[config.mk]
export PLATFORM = sky130hd
export DESIGN_NAME = ring_rr_arbiter_flat
export DESIGN_NICKNAME = d
export VERILOG_FILES = /design/src/rtl/ring_rr_arbiter_if.sv /design/src/rtl/ring_rr_arbiter.sv /design/src/flat_wrapper.sv
export SDC_FILE = /design/constraint.sdc
export NUM_CORES = 1
export LEC_CHECK = 0
export ABC_AREA = 1
export ABC_CLOCK_PERIOD_IN_PS = 5500
export CAP_MARGIN = 30
export CORE_ASPECT_RATIO = 1.25
export CORE_MARGIN = 2
export CORE_UTILIZATION = 47
export DETAILED_ROUTE_END_ITERATION = 10
export PLACE_DENSITY = 0.72
export SYNTH_ARGS = -nofsm -noshare
export SYNTH_HDL_FRONTEND = slang
export SYNTH_SLANG_ARGS = --single-unit
[constraint.sdc]
create_clock -name CLK -period 5.5 [get_ports CLK]
set_input_delay 0.825 -clock CLK [delete_from_list [all_inputs] [get_ports CLK]]
set_output_delay 0.825 -clock CLK [all_outputs]
set_load 0.01 [all_outputs]
[src/rtl/ring_rr_arbiter_if.sv]
// Request/grant bundle between N requesters and the round-robin arbiter.
// The arbiter connects through the slave modport; the requester side uses master.
interface ring_rr_arbiter_if #(
  parameter int N    = 16,
  parameter int IDXW = 4
) ();
  logic [N-1:0]    REQ;
  logic            DONE;
  logic [N-1:0]    GNT;
  logic [IDXW-1:0] GNT_IDX;
  logic            GNT_VLD;
  logic [N-1:0]    PTR;
  logic            TIMEOUT;

  modport master (
    output REQ, DONE,
    input  GNT, GNT_IDX, GNT_VLD, PTR, TIMEOUT
  );

  modport slave (
    input  REQ, DONE,
    output GNT, GNT_IDX, GNT_VLD, PTR, TIMEOUT
  );
endinterface

[src/rtl/ring_rr_arbiter.sv]
// Round-robin arbiter: a one-hot ring pointer marks the highest-priority requester
// and moves one past each requester when its grant is released.
module ring_rr_arbiter #(
  parameter int N        = 16,
  parameter int IDXW     = 4,
  parameter int MAX_HOLD = 8
) (
  input  logic              CLK,
  input  logic              RST_N,
  ring_rr_arbiter_if.slave  arb
);

  localparam int CW = (MAX_HOLD > 1) ? $clog2(MAX_HOLD) : 1;
  localparam logic [CW-1:0] HOLD_LAST = CW'((MAX_HOLD > 0) ? MAX_HOLD - 1 : 0);

  typedef enum logic {IDLE, GRANT} state_t;

  state_t          state_q;
  logic [N-1:0]    gnt_q;
  logic [IDXW-1:0] gnt_idx_q;
  logic            gnt_vld_q;
  logic [N-1:0]    ptr_q;
  logic            timeout_q;
  logic [CW-1:0]   hold_q;

  logic [IDXW-1:0] ptr_idx;
  logic [2*N-1:0]  req_dbl;
  logic [N-1:0]    req_rot;
  logic [IDXW-1:0] pick_off;
  logic            pick_vld;
  logic [IDXW:0]   idx_sum;
  logic [IDXW-1:0] pick_idx;
  logic [N-1:0]    gnt_rotl;
  logic            req_held;
  logic            hold_expired;
  logic            release_now;

  always_comb begin
    ptr_idx = '0;
    for (int i = 0; i < N; i++) begin
      if (ptr_q[i]) ptr_idx = IDXW'(i);
    end
  end

  // Rotate requests so the pointer position lands at bit 0, then take the lowest set bit.
  assign req_dbl = {arb.REQ, arb.REQ};
  assign req_rot = N'(req_dbl >> ptr_idx);

  always_comb begin
    pick_vld = 1'b0;
    pick_off = '0;
    for (int k = N - 1; k >= 0; k--) begin
      if (req_rot[k]) begin
        pick_vld = 1'b1;
        pick_off = IDXW'(k);
      end
    end
    idx_sum = {1'b0, ptr_idx} + {1'b0, pick_off};
    if (idx_sum >= (IDXW+1)'(N)) idx_sum = idx_sum - (IDXW+1)'(N);
    pick_idx = IDXW'(idx_sum);
  end

  for (genvar gi = 0; gi < N; gi++) begin : g_rotl
    assign gnt_rotl[gi] = gnt_q[(gi + N - 1) % N];
  end

  assign req_held     = |(arb.REQ & gnt_q);
  assign hold_expired = (MAX_HOLD != 0) && (hold_q == HOLD_LAST);
  assign release_now  = arb.DONE || !req_held || hold_expired;

  always_ff @(posedge CLK) begin
    if (!RST_N) begin
      state_q   <= IDLE;
      gnt_q     <= '0;
      gnt_idx_q <= '0;
      gnt_vld_q <= 1'b0;
      ptr_q     <= N'(1);
      timeout_q <= 1'b0;
      hold_q    <= '0;
    end else begin
      timeout_q <= 1'b0;
      case (state_q)
        IDLE: begin
          if (pick_vld) begin
            state_q   <= GRANT;
            gnt_q     <= N'(1) << pick_idx;
            gnt_idx_q <= pick_idx;
            gnt_vld_q <= 1'b1;
            hold_q    <= '0;
          end
        end
        GRANT: begin
          if (release_now) begin
            state_q   <= IDLE;
            gnt_q     <= '0;
            gnt_idx_q <= '0;
            gnt_vld_q <= 1'b0;
            ptr_q     <= gnt_rotl;
            // Only a pure hold-limit revocation counts as a timeout.
            timeout_q <= !arb.DONE && req_held;
          end else if (hold_q != '1) begin
            hold_q <= hold_q + 1'b1;
          end
        end
        default: state_q <= IDLE;
      endcase
    end
  end

  assign arb.GNT     = gnt_q;
  assign arb.GNT_IDX = gnt_idx_q;
  assign arb.GNT_VLD = gnt_vld_q;
  assign arb.PTR     = ptr_q;
  assign arb.TIMEOUT = timeout_q;

endmodule
[src/flat_wrapper.sv]
// flat-port wrapper written by rule: the top's interface ports become plain ports
module ring_rr_arbiter_flat 
#(
  parameter int N        = 16,
  parameter int IDXW     = 4,
  parameter int MAX_HOLD = 8
)
  (CLK, RST_N, arb_REQ, arb_DONE, arb_GNT, arb_GNT_IDX, arb_GNT_VLD, arb_PTR, arb_TIMEOUT);
  ring_rr_arbiter_if #(.N(N), .IDXW(IDXW)) arb_i ();
  input  logic CLK;
  input  logic RST_N;
  input wire logic [$bits(arb_i.REQ)-1:0] arb_REQ;
  input wire logic [$bits(arb_i.DONE)-1:0] arb_DONE;
  output wire logic [$bits(arb_i.GNT)-1:0] arb_GNT;
  output wire logic [$bits(arb_i.GNT_IDX)-1:0] arb_GNT_IDX;
  output wire logic [$bits(arb_i.GNT_VLD)-1:0] arb_GNT_VLD;
  output wire logic [$bits(arb_i.PTR)-1:0] arb_PTR;
  output wire logic [$bits(arb_i.TIMEOUT)-1:0] arb_TIMEOUT;
  assign arb_i.REQ = arb_REQ;
  assign arb_i.DONE = arb_DONE;
  assign arb_GNT = arb_i.GNT;
  assign arb_GNT_IDX = arb_i.GNT_IDX;
  assign arb_GNT_VLD = arb_i.GNT_VLD;
  assign arb_PTR = arb_i.PTR;
  assign arb_TIMEOUT = arb_i.TIMEOUT;
  ring_rr_arbiter #(.N(N), .IDXW(IDXW), .MAX_HOLD(MAX_HOLD)) u_core (.CLK(CLK), .RST_N(RST_N), .arb(arb_i));
endmodule
==> results of run 1 <==
## stage by stage
| stage | area [um^2] | hold WS (ns) | power (mW) | util, % | setup WS (ns) |
|---|---|---|---|---|---|
| final | 3760 | 0.469 | 1.41 | 60.2 | 0.664 |
| after global placement | 3670 | 0.453 | 1.18 | 58.7 | 0.925 |
| after floorplan | 3070 | 0.443 | 0.978 | - | 1.55 |
| after global routing | 3760 | 0.491 | 1.52 | 60.2 | 0.0542 |
| after CTS | 3760 | 0.474 | 1.40 | 60.2 | 0.717 |
| after detailed placement | 3670 | 0.458 | 1.19 | 58.7 | 0.743 |
## report_power, final
part | internal, mW | switching, mW | total (mW)
sequential | 0.335 | 0.0281 | 0.363
clock | 0.101 | 0.109 | 0.211
combinational | 0.296 | 0.536 | 0.833
total | 0.733 | 0.674 | 1.41
## synth_stat cells
cell type | number | share of area (%)
or2_2 | 2 | 0.41
a211oi_1 | 1 | 0.24
nor3_1 | 8 | 1.3
nand4_1 | 1 | 0.20
inv_4 | 1 | 0.20
o21ai_2 | 3 | 0.85
o22ai_1 | 11 | 2.2
o21ai_0 | 16 | 2.6
nor2_2 | 2 | 0.41
inv_2 | 3 | 0.37
a221oi_1 | 2 | 0.57
nand3_2 | 1 | 0.33
a21oi_2 | 10 | 2.8
dfxtp_1 | 42 | 27
a21oi_1 | 13 | 2.1
a31oi_1 | 5 | 1.0
nand2_1 | 144 | 18
nor2_1 | 28 | 3.4
o21a_1 | 4 | 0.98
o211ai_1 | 1 | 0.24
a31o_2 | 1 | 0.28
nor4_1 | 1 | 0.20
ha_1 | 5 | 2.0
nor2_4 | 2 | 0.73
nand3_1 | 73 | 12
clkinv_1 | 2 | 0.24
buf_2 | 8 | 1.3
nand2_4 | 4 | 1.5
o21ai_1 | 12 | 2.0
inv_6 | 1 | 0.28
buf_6 | 2 | 0.73
clkbuf_1 | 6 | 0.73
inv_1 | 63 | 7.7
xnor2_1 | 1 | 0.28
nand2_2 | 14 | 2.8
buf_12 | 1 | 0.65
nand3b_1 | 3 | 0.73
fa_1 | 1 | 0.65
## path summary, 6_finish.rpt
kind                           endpoint  slack [ns]  cells past startpoint
setup / recovery      u_core.arb.GNT[5]        0.66                     33
hold / removal    u_core.arb.GNT_IDX[3]        0.47                      2
setup reg to reg      u_core.arb.GNT[5]        0.66                     33
hold reg to reg   u_core.arb.GNT_IDX[3]        0.47                      2
## tightest hold or removal path: cells and delay by family, from the launching register on
kind / cells / cell delay (ns)
AOI/OAI and AO/OA: 1 / 0.05
DFF: 1 / 0.31
and+or+nand+nor: 1 / 0.06
## cells by family after synthesis
family                   share of synthesized area, %
AND/OR/NAND/NOR                                  41.5
buffers and inverters                            12.2
AO/OA/AOI/OAI                                    16.0
flip-flops                                       27.4
adder cells (fa/ha/maj)                          2.69
XOR/XNOR                                        0.285
## cell usage in the layout, fill, tap and decap left out, drive strengths merged, types with 2 or more instances in the layout
| master | synthesis | layout |
|---|---|---|
| nor2 | 32 | 32 |
| dfxtp | 42 | 42 |
| buf | 11 | 4 |
| o22ai | 11 | 11 |
| ha | 5 | 5 |
| nor3 | 8 | 8 |
| nand3 | 74 | 74 |
| o21ai | 31 | 31 |
| clkbuf | 6 | 7 |
| clkinv | 2 | 3 |
| o21a | 4 | 4 |
| nand3b | 3 | 3 |
| or2 | 2 | 2 |
| inv | 68 | 68 |
| clkdlybuf4s50 | 0 | 56 |
| a221oi | 2 | 2 |
| nand2 | 162 | 162 |
| a21oi | 23 | 23 |
| a31oi | 5 | 5 |
## flip-flops by register name, summed over array words and instances, names as in the netlist
register            cells
u_core.arb.GNT         16
u_core.arb.GNT_IDX      4
u_core.arb.GNT_VLD      1
u_core.arb.PTR         16
u_core.arb.TIMEOUT      1
u_core.hold_q           3
u_core.state_q          1
## layer usage
layer  track usage (%)  up-vias
li1                  -     1709
met1              30.6     1556
met2              48.7      106
met3              2.87       20
met4              13.3        0
met5                 0        -
## cell type report
type	count	area share, %
clock buffer	7	2.30
timing repair buffer	60	15.7
inverter	70	7.19
tap	85	2.83
clock inverter	1	0.133
multi-input combinational	369	49.5
sequential	42	22.4
==> flow_summary.ini, run 1 <==
[logic_synthesis]
synth_cell_type_count = 38
synth_area_um2 = 3070
syn_nets = 523
yosys_warnings = 0
ys_ff_latch = 42
synth_cells = 498
ys_seq_area_share_pct = 27.4
syn_area_per_cell_um2 = 6.17

[worst_setup_path]
cp-end-kind = flip-flop
critPathKind = flip-flop to flip-flop
startpoint = u_core.arb.PTR[4]
critPathArrivalTime_ns = 5.05
critPathRequiredTime_ns = 5.72
critPathMaxStageDelay_ns = 0.46
r2r_start = u_core.arb.PTR[4]
critical_path.top_delay_family = simple AND/OR/NAND/NOR gates
crit_fanout = 21
critPathBufInv = 5
slowest_stage = inv_1
cp_common_cell = nand2_1
cp-start-kind = flip-flop

[timing]
finClkSkew_ns = 0.00958
hold_violations = 0
tightest_slew_ns = 0.813
max_slew_margin_pct = 45.5
tns_ns = 0
rsz0062_at_grt = no
fin_crit_sh_pct = 87.9
finalSetupViolations = 0
period_minus_slack_ns = 4.84
final-max-slew-violation-count = 0
max_clock_freq_mhz = 207

[routing]
postRouteWirelength_um = 9360
first_pass_iters = 4
num_vias = 3391
via_per_inst = 5.35
drt-met1-wl_um = 3870
wl_per_cell_um = 14.8
wl_met2_um = 4670
ant_nets = 0
wl_met3_um = 481
route.detailed.drc = 0
drtIter0Drc = 211
top_layer_used = met4

[cells_and_area]
fin_nets = 573
diodes = 0
seqCellArea_um2 = 841
drive_gt1_share_pct = 10.0
fillers = 637
multiInputGateArea_um2 = 1860
instances_no_fill = 634
area_growth_pct = 22.2

[power_and_ir_drop]
p_leak_nw = 1.65
powerDensity_nw_per_um2 = 374
vdd_ir_drop_max_v = 0.000287

[clocking]
cts.sinks = 42
cts_tree = done
insertion_delay_ns = 0.30
htree_levels = 2
postCtsSetupRepairBufs = 0
cts_buffers = 5
holdBufCountCts = 0
cts_buffer_depth = 2
clkTransAtPathRegs_ns = 0.09
clock-root-buffer = clkbuf_8
cts-resized-gates = 0

[floorplan]
die_w_um = 76.3
rows = 32
dieArea_um2 = 7210
die_h_um = 94.4
start_util_pct = 49.2
core_um2 = 6250
io_pins = 57

[global_route]
track_usage_pct = 26.5
grt_pass1_vias = 3193
grt_max_degree = 26
antenna_found_initial = 0
gr-total-overflow = 0
grt_pass1_wl_um = 15200

[worst_hold_path]
min_from = u_core.arb.GNT_IDX[3]
min_path_type = flip-flop to flip-flop

[status]
outcome = complete, no violations

[placed_design]
port-buffer-count = 56
gp_congestion = 0.882
hpwl_um = 7290
dp.cells = 626

[run]
cap_viol_max_count = 0
No activity file was read; power rests on OpenSTA's default activity.
==> run 2: changes to the inputs <==
--- a/config.mk
+++ b/config.mk
@@ -12,6 +12,8 @@
 export CORE_MARGIN = 2
 export CORE_UTILIZATION = 47
 export DETAILED_ROUTE_END_ITERATION = 10
+export GPL_ROUTABILITY_DRIVEN = 0
+export HOLD_SLACK_MARGIN = 0.08
 export PLACE_DENSITY = 0.72
 export SYNTH_ARGS = -nofsm -noshare
 export SYNTH_HDL_FRONTEND = slang
==> run 2 against run 1 <==
  * Maximum frequency shrank 2.2%
  * Combinational power shrank 1%
  * Critical path depth shrank 2
  * Final cell count shrank 0.47%
==> flow_summary.ini, run 2 (same netlist as run 1, synthesis figures left out) <==
[placed_design]
place_ws_ns = 0.696
port-buffer-count = 56
hpwl_um = 7020

[worst_hold_path]
min_path_type = flip-flop to flip-flop
min_to = u_core.arb.GNT_IDX[3]
min_delay_path_depth = 2
min_from = u_core.arb.GNT_IDX[3]

[global_route]
gr-total-overflow = 0
grt_max_degree = 26
track_usage_pct = 25.8
antenna_found_initial = 0
grt_pass1_wl_um = 14900
grt_pass1_vias = 3150

[run]
cap_viol_max_count = 0

[timing]
fin_ws_ns = 0.553
period_minus_slack_ns = 4.95
max_clock_freq_mhz = 202
hold_violations = 0
fin_crit_sh_pct = 89.9
final-max-slew-violation-count = 0
max_slew_margin_pct = 45.8
finalSetupViolations = 0
tns_ns = 0
rsz0062_at_grt = no
tightest_slew_ns = 0.809
finClkSkew_ns = 0.00314

[cells_and_area]
drive_gt1_share_pct = 9.71
final_cell_mix = 144 x nand2_1, 73 x nand3_1, 63 x inv_1, 56 x clkdlybuf4s50_1, 42 x dfxtp_1
fillers = 646
diodes = 0
final_common_cell = nand2_1
area_growth_pct = 21.7
fin_nets = 572

[clocking]
cts.sinks = 42
cts_tree = done
clkTransAtPathRegs_ns = 0.07
postCtsSetupRepairBufs = 0
insertion_delay_ns = 0.29
htree_levels = 2
clock-root-buffer = clkbuf_8
holdBufCountCts = 0
cts_buffer_depth = 2
cts-resized-gates = 0
cts_buffers = 5

[floorplan]
rows = 32
core_um2 = 6250
start_util_pct = 49.2
die_h_um = 94.4
dieArea_um2 = 7210
io_pins = 57
die_w_um = 76.3

[power_and_ir_drop]
p_leak_nw = 1.64
vdd_ir_drop_max_v = 0.000255
powerDensity_nw_per_um2 = 370

[worst_setup_path]
cp_common_cell = nand2_1
critPathKind = flip-flop to flip-flop
r2r_cells = 31
critPathArrivalTime_ns = 5.16
slowest_stage = clkinv_1
r2r_slack_ns = 0.55
critPathBufInv = 3
critical_path.top_delay_family = simple AND/OR/NAND/NOR gates
cp-start-kind = flip-flop
r2r_start = u_core.arb.PTR[10]
cp-end-kind = flip-flop
critPathMaxStageDelay_ns = 0.60
critPathRequiredTime_ns = 5.71
worstReg2RegEnd = u_core.arb.GNT[4]
cp_num_cells = 31
crit_fanout = 18

[status]
outcome = complete, no violations

[routing]
num_vias = 3396
route.detailed.drc = 0
ant_nets = 0
via_per_inst = 5.38
wl_per_cell_um = 14.5
drtIter0Drc = 222
first_pass_iters = 5
postRouteWirelength_um = 9170
[run 2: cell types whose count changed in the layout (fill, tap and decap cells not counted)]
cell and delta:
buf_4 -1, clkbuf_1 -1, clkinv_2 -1
[run 2: worst max-delay path by stage]
stage	startpoint	endpoint	slack, ns
after floorplan	u_core.arb.PTR[2]	u_core.arb.GNT[6]	1.55
after detailed placement	u_core.arb.PTR[10]	u_core.arb.GNT[4]	0.70
after global routing	u_core.arb.PTR[10]	u_core.arb.GNT[4]	0.002
after CTS	u_core.arb.PTR[10]	u_core.arb.GNT[4]	0.67
final	u_core.arb.PTR[10]	u_core.arb.GNT[4]	0.55
after global placement	u_core.arb.PTR[10]	u_core.arb.GNT[5]	0.79
[run 2: layer usage]
metal	wire [um]	global-route usage [%]	up-vias	part of all wire [%]
met5	0	0	-	0
met4	317	11.4	0	3.5
met3	462	2.01	24	5.0
met2	4530	47.2	102	49
met1	3860	31.0	1559	42
li1	-	-	1711	-
[run 2: worst min-delay path, stage by stage, from the launching register on]
cell and delay, ns:
dfxtp_1 0.31, nand2_1 0.06, a21oi_1 0.05
[run 2: where the power goes]
part	switching (mW)	total (mW)	internal, mW	leakage (nW)
combinational	0.528	0.823	0.295	1.26
sequential	0.0285	0.364	0.335	0.340
clock	0.101	0.198	0.0969	0.0431
[run 2: through the flow]
stage,hold slack [ns],power (mW),std cells,util (%),area (um^2)
floorplan,0.443,0.978,498,-,3070
global placement,0.454,1.17,625,58.6,3660
detailed placement,0.455,1.18,625,58.6,3660
CTS,0.474,1.38,631,59.9,3740
global route,0.488,1.51,631,59.9,3740
finish,0.469,1.38,631,59.9,3740
[run 2: cell type report]
class | count | area (um^2) | area share [%]
multi-input cells | 369 | 1860 | 49.7
flip-flops and latches | 42 | 841 | 22.5
repair buffers | 59 | 583 | 15.6
inverters | 70 | 270 | 7.22
well taps | 85 | 106 | 2.84
clock buffers | 6 | 82.6 | 2.21
